## src/rtl/cond_pkg.sv

```systemverilog
// Shared condition-code encodings, NZCV flag bit positions and flag typedef.
package cond_pkg;

    localparam logic [3:0] EQ = 4'b0000;
    localparam logic [3:0] NE = 4'b0001;
    localparam logic [3:0] CS = 4'b0010;
    localparam logic [3:0] CC = 4'b0011;
    localparam logic [3:0] MI = 4'b0100;
    localparam logic [3:0] PL = 4'b0101;
    localparam logic [3:0] VS = 4'b0110;
    localparam logic [3:0] VC = 4'b0111;
    localparam logic [3:0] HI = 4'b1000;
    localparam logic [3:0] LS = 4'b1001;
    localparam logic [3:0] GE = 4'b1010;
    localparam logic [3:0] LT = 4'b1011;
    localparam logic [3:0] GT = 4'b1100;
    localparam logic [3:0] LE = 4'b1101;
    localparam logic [3:0] AL = 4'b1110;
    localparam logic [3:0] NV = 4'b1111;

    localparam int FLAG_N = 3;
    localparam int FLAG_Z = 2;
    localparam int FLAG_C = 1;
    localparam int FLAG_V = 0;

    typedef struct packed {
        logic n;
        logic z;
        logic c;
        logic v;
    } flags_t;

    // A lane needs the flags unless its outcome is a constant true.
    function automatic logic flag_dependent(input logic [3:0] cond, input logic nv_true);
        return !((cond == AL) || ((cond == NV) && nv_true));
    endfunction

endpackage

```

## src/rtl/cond_eval.sv

```systemverilog
// Single-lane condition evaluator: cond code against {N,Z,C,V}.
// Purely combinational; no backpressure.
module cond_eval
    import cond_pkg::*;
(
    input  logic [3:0] cond,
    input  logic [3:0] flags,
    input  logic       nv_true,
    output logic       pass
);

    logic n, z, c, v;

    assign n = flags[FLAG_N];
    assign z = flags[FLAG_Z];
    assign c = flags[FLAG_C];
    assign v = flags[FLAG_V];

    always_comb begin
        pass = 1'b0;
        case (cond)
            EQ: pass = z;
            NE: pass = ~z;
            CS: pass = c;
            CC: pass = ~c;
            MI: pass = n;
            PL: pass = ~n;
            VS: pass = v;
            VC: pass = ~v;
            HI: pass = c & ~z;
            LS: pass = ~c | z;
            GE: pass = (n == v);
            LT: pass = (n != v);
            GT: pass = ~z & (n == v);
            LE: pass = z | (n != v);
            AL: pass = 1'b1;
            NV: pass = nv_true;
            default: pass = 1'b0;
        endcase
    end

endmodule

```

## src/rtl/status_cond_unit.sv

```systemverilog
// Status-flag register with pending-writer scoreboard and per-lane condition evaluation.
// Latency: one cycle from accepted issue to registered out_valid/out_pass.
// Backpressure: issue stalls on flag hazard, full scoreboard, flush, or held result (out_valid & ~out_ready).
module status_cond_unit
    import cond_pkg::*;
#(
    parameter int LANES    = 2,
    parameter int MAX_PEND = 3,
    parameter int BYPASS   = 1,
    parameter int NV_TRUE  = 1
) (
    input  logic               clk,
    input  logic               rst,
    input  logic               issue_valid,
    output logic               issue_ready,
    input  logic [4*LANES-1:0] issue_cond,
    input  logic               issue_sets_flags,
    input  logic               wb_valid,
    input  logic [3:0]         wb_flags,
    input  logic               flush,
    output logic               out_valid,
    input  logic               out_ready,
    output logic [LANES-1:0]   out_pass,
    output logic [3:0]         status
);

    localparam int             CW       = $clog2(MAX_PEND + 1);
    localparam logic [CW-1:0]  PEND_MAX = CW'(MAX_PEND);
    localparam logic [CW-1:0]  PEND_ONE = CW'(1);
    localparam logic           BYP      = (BYPASS != 0);
    localparam logic           NVT      = (NV_TRUE != 0);

    flags_t           status_q;
    logic [CW-1:0]    pend_cnt;
    logic [3:0]       eval_flags;
    logic [LANES-1:0] lane_dep;
    logic [LANES-1:0] lane_pass;
    logic             any_dep;
    logic             hazard;
    logic             pend_full;
    logic             accept;
    logic             inc;
    logic             dec;

    for (genvar i = 0; i < LANES; i++) begin : g_lane
        cond_eval u_eval (
            .cond    (issue_cond[4*i +: 4]),
            .flags   (eval_flags),
            .nv_true (NVT),
            .pass    (lane_pass[i])
        );
        assign lane_dep[i] = flag_dependent(issue_cond[4*i +: 4], NVT);
    end

    assign any_dep    = |lane_dep;
    // A writeback landing this cycle retires the last pending writer and is forwarded.
    assign hazard     = (pend_cnt != '0) & any_dep & ~(BYP & (pend_cnt == PEND_ONE) & wb_valid);
    assign pend_full  = issue_sets_flags & (pend_cnt == PEND_MAX) & ~wb_valid;
    assign issue_ready = ~hazard & (~out_valid | out_ready) & ~pend_full & ~flush;
    assign accept     = issue_valid & issue_ready;
    assign eval_flags = (BYP & wb_valid) ? wb_flags : status_q;
    assign inc        = accept & issue_sets_flags;
    assign dec        = wb_valid & (pend_cnt != '0);
    assign status     = status_q;

    always_ff @(posedge clk or posedge rst) begin
        if (rst) begin
            status_q <= '0;
        end else if (wb_valid) begin
            status_q <= wb_flags;
        end
    end

    always_ff @(posedge clk or posedge rst) begin
        if (rst) begin
            pend_cnt <= '0;
        end else if (flush) begin
            pend_cnt <= '0;
        end else if (inc && !dec) begin
            pend_cnt <= pend_cnt + PEND_ONE;
        end else if (dec && !inc) begin
            pend_cnt <= pend_cnt - PEND_ONE;
        end
    end

    always_ff @(posedge clk or posedge rst) begin
        if (rst) begin
            out_valid <= 1'b0;
            out_pass  <= '0;
        end else if (flush) begin
            out_valid <= 1'b0;
        end else if (accept) begin
            out_valid <= 1'b1;
            out_pass  <= lane_pass;
        end else if (out_ready) begin
            out_valid <= 1'b0;
        end
    end

endmodule

```

## config.mk

```make
export PLATFORM = sky130hd
export DESIGN_NAME = status_cond_unit
export DESIGN_NICKNAME = d
export VERILOG_FILES = /design/src/rtl/cond_pkg.sv /design/src/rtl/cond_eval.sv /design/src/rtl/status_cond_unit.sv
export SDC_FILE = /design/constraint.sdc
export NUM_CORES = 1
export LEC_CHECK = 0
export CORE_MARGIN = 2
export CORE_UTILIZATION = 25
export CTS_BUF_LIST = sky130_fd_sc_hd__clkbuf_4
export CTS_CLUSTER_DIAMETER = 60
export DETAILED_ROUTE_END_ITERATION = 10
export GPL_TIMING_DRIVEN = 0
export PLACE_DENSITY_LB_ADDON = 0.25
export SYNTH_ARGS = -nofsm -noshare
export SYNTH_HDL_FRONTEND = slang
export SYNTH_HIERARCHICAL = 1
export SYNTH_SLANG_ARGS = --single-unit
```

## constraint.sdc

```tcl
create_clock -name clk -period 3.7 [get_ports clk]
set_input_delay 1.11 -clock clk [delete_from_list [all_inputs] [get_ports clk]]
set_output_delay 1.11 -clock clk [all_outputs]
set_load 0.005 [all_outputs]
```

Word-level counts from Yosys, hierarchy flattened --
Index checks and enable logic that the tools add are counted. Widths: inputs -> output; s select.
Storage, ports and cells: flip-flop bits (word level) 9, output and inout bits 8, input port bits 19, word-level logic and storage cells 95
Cells by class: bitwise operators 26, reductions and logical operators 17, add/sub/neg operators 2, equality and inequality tests 34, multiplexer cells 9
Operator list (number):
- $eq 4x4->1 const B | 16
- $eq 4x3->1 const B | 8
- $pmux 1 s15 | 2
- $eq 4x2->1 const B | 4
- $and 1x1->1 | 13
- $not 1->1 | 10
- $eq 4x1->1 const B | 2
- $logic_not 4->1 | 2
- $mux 2 | 3
- $reduce_bool 3->1 | 2
- $reduce_or 2->1 | 3
- $logic_not 1->1 | 4
- $mux 4 | 1
- $mux 1 | 3
- $or 1x1->1 | 3
- $add 2x1->2 const B | 1
- $eq 2x1->1 const B | 1
- $eq 2x2->1 const B | 1
- $logic_and 1x1->1 | 2
- $logic_or 1x1->1 | 2
- $reduce_and 2->1 | 1
- $reduce_bool 2->1 | 1
- $sub 2x1->2 const B | 1
- $eq 1x1->1 | 1
- $ne 1x1->1 | 1

Depth between registers and ports, before layout --
depth after elaboration 17, mapped depth 7, depth with buffers taken out 7

By module --
Netlist, hierarchy kept.
By module, submodules not included:
- status_cond_unit | area an instance 518.0 µm², times used 1, seq. area each 225.2 µm², cells each 47
- cond_eval | area an instance 210.2 µm², times used 2, seq. area each 0.0 µm², cells each 27

Least setup slack after synthesis --
OpenSTA, ideal clock, no wires.
kind input -> output, start point input port wb_valid, end point output port issue_ready, required time 2590 ps, slack 953 ps, arrival 1637 ps, stages on the path 4, buffers on the path 1, cells stage by stage buf_6 -> a21oi_1 -> o21ai_2 -> and3_1
On the way: cells in the longest elaborated chain, start to end 7, elaborated cells on any way between the ends 10, those cells by class bitwise: 10
Ends and longest elaborated chain:
- start, declared | line status_cond_unit.sv:18 | input logic wb_valid,
- $and 1x1->1 | line status_cond_unit.sv:57 | assign hazard = (pend_cnt != '0) & any_dep & ~(BYP & (pend_cnt == PEND_ONE) & wb_valid);
- $not 1->1 | line status_cond_unit.sv:57
- $and 1x1->1 | line status_cond_unit.sv:57
- $not 1->1 | line status_cond_unit.sv:59 | assign issue_ready = ~hazard & (~out_valid | out_ready) & ~pend_full & ~flush;
- $and 1x1->1 | line status_cond_unit.sv:59
- $and 1x1->1 * (2 in a row) | line status_cond_unit.sv:59
- end, declared | line status_cond_unit.sv:15 | output logic issue_ready,
Every way passes the cells marked *; elsewhere a longest branch is shown, timed or not.

Worst setup path in the final report --
start point input port out_ready, end point output port issue_ready
On the way: cells in the longest elaborated chain, start to end 4
Ends and longest elaborated chain:
- start, declared | line status_cond_unit.sv:22 | input logic out_ready,
- $or 1x1->1 | line status_cond_unit.sv:59
- $and 1x1->1 (3 in a row) | line status_cond_unit.sv:59
No other way between the ends.

==> flow_metrics.env <==
export IMPL_status="finished clean"
export IMPL_gr_total_overflow=0
export IMPL_setup_slack_ns=0.144
export IMPL_ant_nets=0
export IMPL_cp_slowest_cell="clkdlybuf4s50_1"
export IMPL_clock_root_buffer="clkbuf_4"
export IMPL_required_ns=2.59
export IMPL_cts_tree="yes"
export IMPL_period_needed_ns=3.56
export IMPL_power_density_nw_per_um2=389
export IMPL_grt_usage=0.105
export IMPL_endpoint_kind="primary output"
export IMPL_hold_end="out_pass[0]"
export IMPL_worst_path_largest_cell_delay_ns=0.44
export IMPL_p_leak_nw=0.494
export IMPL_crit_path_frequent_cell="clkdlybuf4s50_1"
export IMPL_placed_cell_area_um2=1230
export IMPL_dr_total_vias=806
export IMPL_gp_congestion=0.697
export IMPL_synth_seq_area_share=0.240
export IMPL_cts_buffer_depth=2
export IMPL_setup_viol=0
export IMPL_crit_chain="clkdlybuf4s50_1 > nor2b_1 > nor2_1 > and3_1 > clkdlybuf4s50_1"
export IMPL_ys_ff_latch=9
export IMPL_grt_max_degree=12
export IMPL_synth_edf_count=0
export IMPL_insertion_delay_ns=0.26
export IMPL_synth_area_um2=938
export IMPL_fp_dieArea_um2=4260
export IMPL_fill_cells=395
export IMPL_rrSetupSlack_ns=1.76
export IMPL_critPathLaunchType="input port"
export IMPL_max_freq_mhz=281
export IMPL_path_max_fanout=2
export IMPL_drt_iter0_drc=35
export IMPL_numCtsBuffers=3
export IMPL_async_flop_share=1.00
export IMPL_hold_class="register to register"
export IMPL_dp_hpwl_mm=1.64
export IMPL_ys_flop_type="dfrtp_1"
export IMPL_clkTransAtPathRegs_ns=0.06
export IMPL_std_cell_rows=22
export IMPL_drt_vias_per_instance=4.55
export IMPL_initial_core_util=0.258
export IMPL_pin_count=27
export IMPL_timing_rr_end="out_pass[1]"
export IMPL_peakVddDrop_mv=0.137
export IMPL_syn_area_per_cell_um2=9.29
export IMPL_post_cts_setup_buffer_count=0
export IMPL_dr_pass1_iters=4
export IMPL_die_x_um=65.3
export IMPL_whs_path_depth=1
export IMPL_areaGrowthSynthToFinish_pct=31.1
export IMPL_synthCells=101
export IMPL_yosys_warnings=6
export IMPL_final_cell_area_um2=1230
export IMPL_fin_skew_ns=0.00717
export IMPL_antenna_cells=0
export IMPL_crit_reg2reg_launch="status[3]"
export IMPL_clock_sinks=9
export IMPL_crit_start="out_ready"
export IMPL_drc_errors=0
export IMPL_hold_violations=0
export IMPL_grt_setup_unrepaired="no"
export IMPL_pre_cts_ws_ns=-0.293
export IMPL_grt_pass1_wl_mm=3.48
export IMPL_fp_coreArea_um2=3630
export IMPL_maxCapViolations=0
export IMPL_htreeDepth=1
export IMPL_worstRegToRegCells=6
export IMPL_postLayoutCoreUtil=0.338
export IMPL_maxSlewViolCount=0
export IMPL_fin_crit_sh=0.961
export IMPL_wl_mm=2.02
export IMPL_layout_drive_gt1_share=0.209
export IMPL_die_y_um=65.3
export IMPL_grt_pass1_vias=757
export IMPL_path_class="input port to primary output"
export IMPL_hold_path_startpoint="out_pass[0]"
export IMPL_wl_per_cell_um=11.4
export IMPL_hold_slack_ns=0.506
export IMPL_worstPathArrival_ns=2.45
export IMPL_synthDistinctLibCells=38
export IMPL_portBuffers=23
export IMPL_nets=152
export IMPL_antenna_found_initial=0
[layout make-up]
cell class | instances | area, µm² | share of cell area
clock inverters | 1 | 5.00 | 0.00407
multi-input cells | 85 | 679 | 0.552
inverters | 5 | 18.8 | 0.0153
flip-flops and latches | 9 | 225 | 0.183
clock buffers | 3 | 22.5 | 0.0183
repair buffers | 23 | 200 | 0.163
well taps | 48 | 60.1 | 0.0488
plain buffers | 3 | 18.8 | 0.0153
[flip-flops by register name (all words and copies together), names as in the netlist]
signal and flops:
out_pass 2, pend_cnt 2, out_valid 1, status 4
[worst max path at each step]
stage,to,slack [ns],depth (start not counted)
finish,issue_ready,0.14,5
floorplan,issue_ready,0.95,4
CTS,issue_ready,0.001,5
global placement,issue_ready,-0.28,5
detailed placement,issue_ready,-0.29,5
global route,issue_ready,0.03,5
[power breakdown]
part	internal [mW]	switching (mW)	total [mW]	leakage (nW)
sequential	0.126	0.0186	0.145	0.110
combinational	0.143	0.117	0.259	0.366
clock	0.0398	0.0344	0.0742	0.0177
[cell usage in the layout, fill, tap and decap left out, types with 2 or more instances in the layout]
master,count
a21boi_0,2
a21oi_1,3
a22oi_2,2
and3b_1,2
clkbuf_1,2
clkbuf_2,6
clkbuf_4,3
clkdlybuf4s50_1,17
conb_1,2
dfrtp_1,9
ha_1,3
inv_1,5
mux2_1,2
mux2_2,4
mux2_4,2
mux2i_1,2
nand2_1,9
nand2b_1,9
nand3b_1,2
nand4bb_1,2
nor2_1,4
nor2b_1,5
o21ai_0,3
o22a_1,2
o311ai_2,2
o32a_2,2
o41ai_1,2
xnor2_1,6
xor2_1,2
[layer usage]
layer  up-vias  part of all wire  global-route usage
met5         -                 0                   0
met4         0             0.014              0.0469
met3         4             0.060              0.0223
met2        21              0.45               0.161
met1       365              0.48               0.140
li1        416                 -                   -
[per-stage QoR]
stage | setup TNS, ns | std cells | power (mW)
2_1_floorplan | 0 | 102 | 0.311
3_3_place_gp | -0.278 | 173 | 0.404
3_5_place_dp | -0.293 | 173 | 0.410
4_1_cts | 0 | 177 | 0.484
5_1_grt | 0 | 177 | 0.517
6_report | 0 | 177 | 0.478
[repair_timing]
item | in CTS | in global routing
cloned | 0 | 0
hold buffers | 0 | 0
endpoints found under the setup margin | 1 | 1
resized for setup | 8 | 10
[cell families after synthesis]
| logic type | count (synthesis) | share of synthesized area |
|---|---|---|
| flip-flops | 9 | 0.240 |
| other | 1 | 0.00400 |
| AND/OR/NAND/NOR | 40 | 0.268 |
| buffers and inverters | 8 | 0.0400 |
| AO/OA/AOI/OAI | 22 | 0.208 |
| adder cells (fa/ha/maj) | 3 | 0.0400 |
| XOR/XNOR | 8 | 0.0747 |
| multiplexers | 10 | 0.125 |
[Yosys cell counts (2+ instances only)]
cell       count  area, µm²
inv_1          5       18.8
mux2_4         2       30.0
xor2_1         2       17.5
and3b_1        2       17.5
mux2i_1        2       20.0
clkbuf_1       2       7.51
xnor2_1        6       52.6
mux2_2         4       45.0
dfrtp_1        9        225
nor2_1         4       15.0
ha_1           3       37.5
o22a_1         2       17.5
nand2b_1       9       56.3
nor2b_1        5       31.3
o32a_2         2       22.5
a21boi_0       2       15.0
nand3b_1       2       15.0
o21ai_0        3       15.0
nand2_1        9       33.8
a22oi_2        2       25.0
nand4bb_1      2       22.5
o311ai_2       2       32.5
o41ai_1        2       17.5
mux2_1         2       22.5
a21oi_1        3       15.0
[worst max-delay path: cells and delay by family]
family	cells	cell delay, ns
buffers and inverters	2	0.85
and+or+nand+nor	3	0.49
Note: power is estimated with default switching activity, not from simulation.
